--- src/rtl/down_timer_if.sv ---
// Control/status bundle for the loadable down-timer.
// The master side loads and commands the timer; the slave side is the timer itself.
interface down_timer_if #(
    parameter int WIDTH = 8
);
    logic             ld;
    logic [WIDTH-1:0] in;
    logic             start;
    logic             stop;
    logic             dec;
    logic             auto_rl;
    logic [WIDTH-1:0] out;
    logic             tc;
    logic             busy;
    logic             done;

    modport master (
        output ld, in, start, stop, dec, auto_rl,
        input  out, tc, busy, done
    );

    modport slave (
        input  ld, in, start, stop, dec, auto_rl,
        output out, tc, busy, done
    );
endinterface

--- src/rtl/down_timer.sv ---
// Loadable down-counter with sticky DONE, one-cycle terminal-count pulse and
// optional auto-reload, for pacing datapath stages.
module down_timer #(
    parameter int WIDTH = 8
) (
    input  logic          clk,
    input  logic          rst_n,
    down_timer_if.slave   bus
);
    typedef enum logic [1:0] {IDLE, RUN, DONE} state_t;

    state_t           state_q, state_nx;
    logic [WIDTH-1:0] out_q, out_nx;
    logic [WIDTH-1:0] rl_q, rl_nx;
    logic             tc_q, tc_nx;
    logic             busy_c, done_c;

    // State and datapath registers; reset clears everything, so no tc escapes.
    always_ff @(posedge clk or negedge rst_n) begin
        if (!rst_n) begin
            state_q <= IDLE;
            out_q   <= '0;
            rl_q    <= '0;
            tc_q    <= 1'b0;
        end else begin
            state_q <= state_nx;
            out_q   <= out_nx;
            rl_q    <= rl_nx;
            tc_q    <= tc_nx;
        end
    end

    // Next state: ld > stop > start > dec. A command that has no effect in
    // the current state (stop outside RUN, start in RUN) does not block the
    // lower-priority ones.
    always_comb begin
        state_nx = state_q;
        out_nx   = out_q;
        rl_nx    = rl_q;
        tc_nx    = 1'b0;
        if (bus.ld) begin
            out_nx   = bus.in;
            rl_nx    = bus.in;
            state_nx = IDLE;
        end else if (bus.stop && state_q == RUN) begin
            state_nx = IDLE;
        end else if (bus.start && state_q == IDLE) begin
            if (out_q != '0) begin
                state_nx = RUN;
            end else begin
                state_nx = DONE;
                tc_nx    = 1'b1;
            end
        end else if (bus.start && state_q == DONE) begin
            if (rl_q != '0) begin
                out_nx   = rl_q;
                state_nx = RUN;
            end else begin
                tc_nx    = 1'b1;
            end
        end else if (bus.dec && state_q == RUN) begin
            if (out_q > WIDTH'(1)) begin
                out_nx = out_q - WIDTH'(1);
            end else if (out_q == WIDTH'(1)) begin
                tc_nx = 1'b1;
                if (bus.auto_rl) begin
                    out_nx = rl_q;
                end else begin
                    out_nx   = '0;
                    state_nx = DONE;
                end
            end
            // out_q==0 cannot occur in RUN; holding guards against underflow.
        end
    end

    always_comb begin
        busy_c = 1'b0;
        done_c = 1'b0;
        case (state_q)
            RUN:     busy_c = 1'b1;
            DONE:    done_c = 1'b1;
            default: ;
        endcase
    end

    assign bus.out  = out_q;
    assign bus.tc   = tc_q;
    assign bus.busy = busy_c;
    assign bus.done = done_c;
endmodule
--- src/flat_wrapper.sv ---
// flat-port wrapper written by rule: the top's interface ports become plain ports
module down_timer_flat 
#(
    parameter int WIDTH = 8
)
  (clk, rst_n, bus_ld, bus_in, bus_start, bus_stop, bus_dec, bus_auto_rl, bus_out, bus_tc, bus_busy, bus_done);
  down_timer_if #(.WIDTH(WIDTH)) bus_i ();
  input  logic clk;
  input  logic rst_n;
  input wire logic [$bits(bus_i.ld)-1:0] bus_ld;
  input wire logic [$bits(bus_i.in)-1:0] bus_in;
  input wire logic [$bits(bus_i.start)-1:0] bus_start;
  input wire logic [$bits(bus_i.stop)-1:0] bus_stop;
  input wire logic [$bits(bus_i.dec)-1:0] bus_dec;
  input wire logic [$bits(bus_i.auto_rl)-1:0] bus_auto_rl;
  output wire logic [$bits(bus_i.out)-1:0] bus_out;
  output wire logic [$bits(bus_i.tc)-1:0] bus_tc;
  output wire logic [$bits(bus_i.busy)-1:0] bus_busy;
  output wire logic [$bits(bus_i.done)-1:0] bus_done;
  assign bus_i.ld = bus_ld;
  assign bus_i.in = bus_in;
  assign bus_i.start = bus_start;
  assign bus_i.stop = bus_stop;
  assign bus_i.dec = bus_dec;
  assign bus_i.auto_rl = bus_auto_rl;
  assign bus_out = bus_i.out;
  assign bus_tc = bus_i.tc;
  assign bus_busy = bus_i.busy;
  assign bus_done = bus_i.done;
  down_timer #(.WIDTH(WIDTH)) u_core (.clk(clk), .rst_n(rst_n), .bus(bus_i));
endmodule
--- config.mk ---
export PLATFORM = sky130hd
export DESIGN_NAME = down_timer_flat
export DESIGN_NICKNAME = d
export VERILOG_FILES = /design/src/rtl/down_timer_if.sv /design/src/rtl/down_timer.sv /design/src/flat_wrapper.sv
export SDC_FILE = /design/constraint.sdc
export NUM_CORES = 1
export LEC_CHECK = 0
export BUFFER_PORTS_ARGS = -buffer_cell sky130_fd_sc_hd__buf_2
export CORE_MARGIN = 10
export CORE_UTILIZATION = 50
export DETAILED_ROUTE_END_ITERATION = 10
export HOLD_SLACK_MARGIN = 0.1
export PLACE_DENSITY = 0.75
export SYNTH_ARGS = -nofsm -noshare
export SYNTH_HDL_FRONTEND = slang
export SYNTH_SLANG_ARGS = --single-unit
--- constraint.sdc ---
create_clock -name clk -period 3 [get_ports clk]
set_input_delay 0.15 -clock clk [delete_from_list [all_inputs] [get_ports clk]]
set_output_delay 0.15 -clock clk [all_outputs]
set_load 0.005 [all_outputs]
==> reports/results.tsv <==
metric	value	unit
cells along the critical path	inv_1 -> ha_1 -> nor2_1 -> or4_1 -> and4_1 -> a221oi_1 -> o2bb2ai_1	
element type at the critical path start	flip-flop	
ANT nets after route	0	
TritonCTS buffer count	3	
dominant cells by area after synthesis	dfrtp_1 (41%), mux2_2 (8.7%), ha_1 (3.2%)	
Achievable Freq	0.443	GHz
HP Start	bus_stop	
1st-pass router iterations	5	
clock latency on the worst-skew pair	0.30	ns
Critical R2R Capture	u_core.bus.out[7]$_DFFE_PN0P_	
Post-synth EDFFs	0	
most common cell in the synthesized netlist	dfrtp_1	
pwr dens	490	nW/um^2
Post-synth ARST share	1.00	
first-pass GRT wire length	4990	um
Required @ worst endpoint	3.18	ns
area delta synth->final	22.5	%
Starting Density	0.529	
area post-placement	1320	um^2
Reg clk slew, reported paths	0.11	ns
CTS Root Cell	clkbuf_4	
grt ovf	0	
critical path endpoint category	flip-flop	
antenna violations before repair	0	
Critical path buffers and inverters	1	
RSZ-0062 raised after global routing	no	
clock buffer depth	2	
final hold violation count	0	
PostCTS Resize Cnt	0	
Die Wd	68.4	um
vias after detailed routing	1093	
Yosys reg bits	19	
I/O pins	26	
TritonCTS clock tree	built	
Clock Sink Count	19	
Setup Viol. Count Final	0	
largest net degree at the start of global routing	24	
Setup Total Neg Slack	0	ns
DPL Wire Length	2250	um
WL final	2940	um
via/cell ratio	6.21	
Synth Net Count	131	
H-tree depth	1	
CP max stage cell	or4_1	
R2R Setup Slk	0.74	ns
number of global-route vias before repair	1073	
cts hold-fix bufs	9	
Core ar.	2210	um^2
register area share after synthesis	0.406	
Layout Nets	167	
CP Max Fanout	6	
initial drt markers	78	
Post-Syn Instances	113	
ys flop type	dfrtp_1	
hold path cells	3	
P_leak	0.603	nW
Critical Path Source	u_core.bus.out[0]$_DFFE_PN0P_	
FP Rows	17	
crit path DAT	2.44	ns
Antenna diodes	0	
status	finished, final reports clean	
Setup CP Type	flip-flop to flip-flop	
period utilization	0.753	
post-CTS setup buffers	0	
synthesized area per cell	10.4	um^2
Peak VDD IR	348	uV
Hold Crit Class	input port to flip-flop	
fin area	1440	um^2
library cells used by synthesis	42	
Slew HR	0.598	
GPL Wtd Cong	0.954	
Tmin final	2.26	ns
IO Port Bufs	25	
Syn. warnings	0	
drc violations	0	
Yosys top cell by area	dfrtp_1	
synthesized area	1170	um^2
Reg2Reg Depth	7	
Filler cells	199	
worst slew pin tran	0.598	ns
GR Util All Layers	0.136	
synth cell count leaders	dfrtp_1 (19), mux2_2 (9), nor2_1 (8)	
# Max-Cap Violations	0	
slowest stage delay, CP	0.51	ns
R2R Path Start	u_core.bus.out[0]$_DFFE_PN0P_	
Clock Skews	0.00189	ns
Avg WL per Cell	16.7	um
share of the synthesized area in the top cell type	0.406	
die footprint	4680	um^2
DIE HEIGHT	68.4	um
critical path depth	7	
Slew Limit Fails	0	
Hold Crit Endpoint	u_core.state_q[0]$_DFFE_PN0P_	
CP delay by family, top	simple AND/OR/NAND/NOR gates	
layout cells sized above 1	0.291	
-- power by group --
part           total, mW  internal (mW)  switching [mW]
Combinational      0.219          0.106           0.113
Clock              0.134         0.0498          0.0838
Sequential         0.350          0.293          0.0566
Total              0.703          0.449           0.254
-- worst max-delay path by stage --
| stage | to | slack (ns) |
|---|---|---|
| final | u_core.bus.out[7]$_DFFE_PN0P_ | 0.74 |
| after global routing | u_core.bus.out[7]$_DFFE_PN0P_ | 0.68 |
| after CTS | u_core.bus.out[7]$_DFFE_PN0P_ | 0.79 |
| after detailed placement | u_core.bus.out[7]$_DFFE_PN0P_ | 0.83 |
| after global placement | u_core.bus.out[7]$_DFFE_PN0P_ | 0.88 |
| after floorplan | u_core.bus.out[5]$_DFFE_PN0P_ | 1.02 |
-- cell families after synthesis --
group / count (synthesis) / share of synthesized area
DFF: 19 / 0.406
muxes: 9 / 0.0865
and+or+nand+nor: 39 / 0.204
adders and majority gates: 3 / 0.0321
AOI/OAI and AO/OA: 37 / 0.250
buffers and inverters: 6 / 0.0214
-- area by class of cell --
cell class	count	area (um^2)	area share
Sequential cell	19	475	0.331
Clock inverter	1	5.00	0.00349
Timing Repair Buffer	34	215	0.150
Clock buffer	3	22.5	0.0157
Inverter	3	11.3	0.00785
Tap cell	28	35.0	0.0244
Multi-Input combinational cell	88	671	0.467
-- per-layer routing --
layer	wire, um	vias up	GRT usage
met4	37	0	0.0477
met1	1280	529	0.178
met5	0	-	0
met2	1320	41	0.205
li1	-	518	-
met3	309	5	0.0408
-- flip-flops by register name, summed over array words and instances, names as in the netlist --
register and flops:
u_core.bus.tc 1, u_core.state_q 2, u_core.bus.out 8, u_core.rl_q 8
-- per-stage QoR --
step	std cells	hold slack, ns	util	total power, mW	setup slack (ns)
floorplan	113	-0.146	-	0.481	1.02
global placement	163	0.109	0.596	0.558	0.884
detailed placement	163	0.121	0.596	0.565	0.826
CTS	176	0.168	0.649	0.710	0.791
global route	176	0.198	0.649	0.755	0.679
finish	176	0.174	0.649	0.703	0.742
-- worst register-to-register path, cell delays in order, from the launching register on --
cell	delay, ns
dfrtp_1	0.45
inv_1	0.13
ha_1	0.26
nor2_1	0.10
or4_1	0.51
and4_1	0.24
a221oi_1	0.32
o2bb2ai_1	0.13
-- cell usage in the layout (no fill, tap or decap), types with 4 or more instances in the layout --
master / Yosys / layout
nor2_1: 8 / 8
a21oi_1: 4 / 4
dfrtp_1: 19 / 19
o21ai_0: 4 / 4
o2bb2ai_1: 4 / 4
nand2_1: 5 / 5
dlygate4sd3_1: 0 / 9
nor2b_1: 4 / 4
buf_2: 2 / 25
nor4_1: 4 / 4
mux2_2: 9 / 9
No activity file was read; power rests on OpenSTA's default activity.
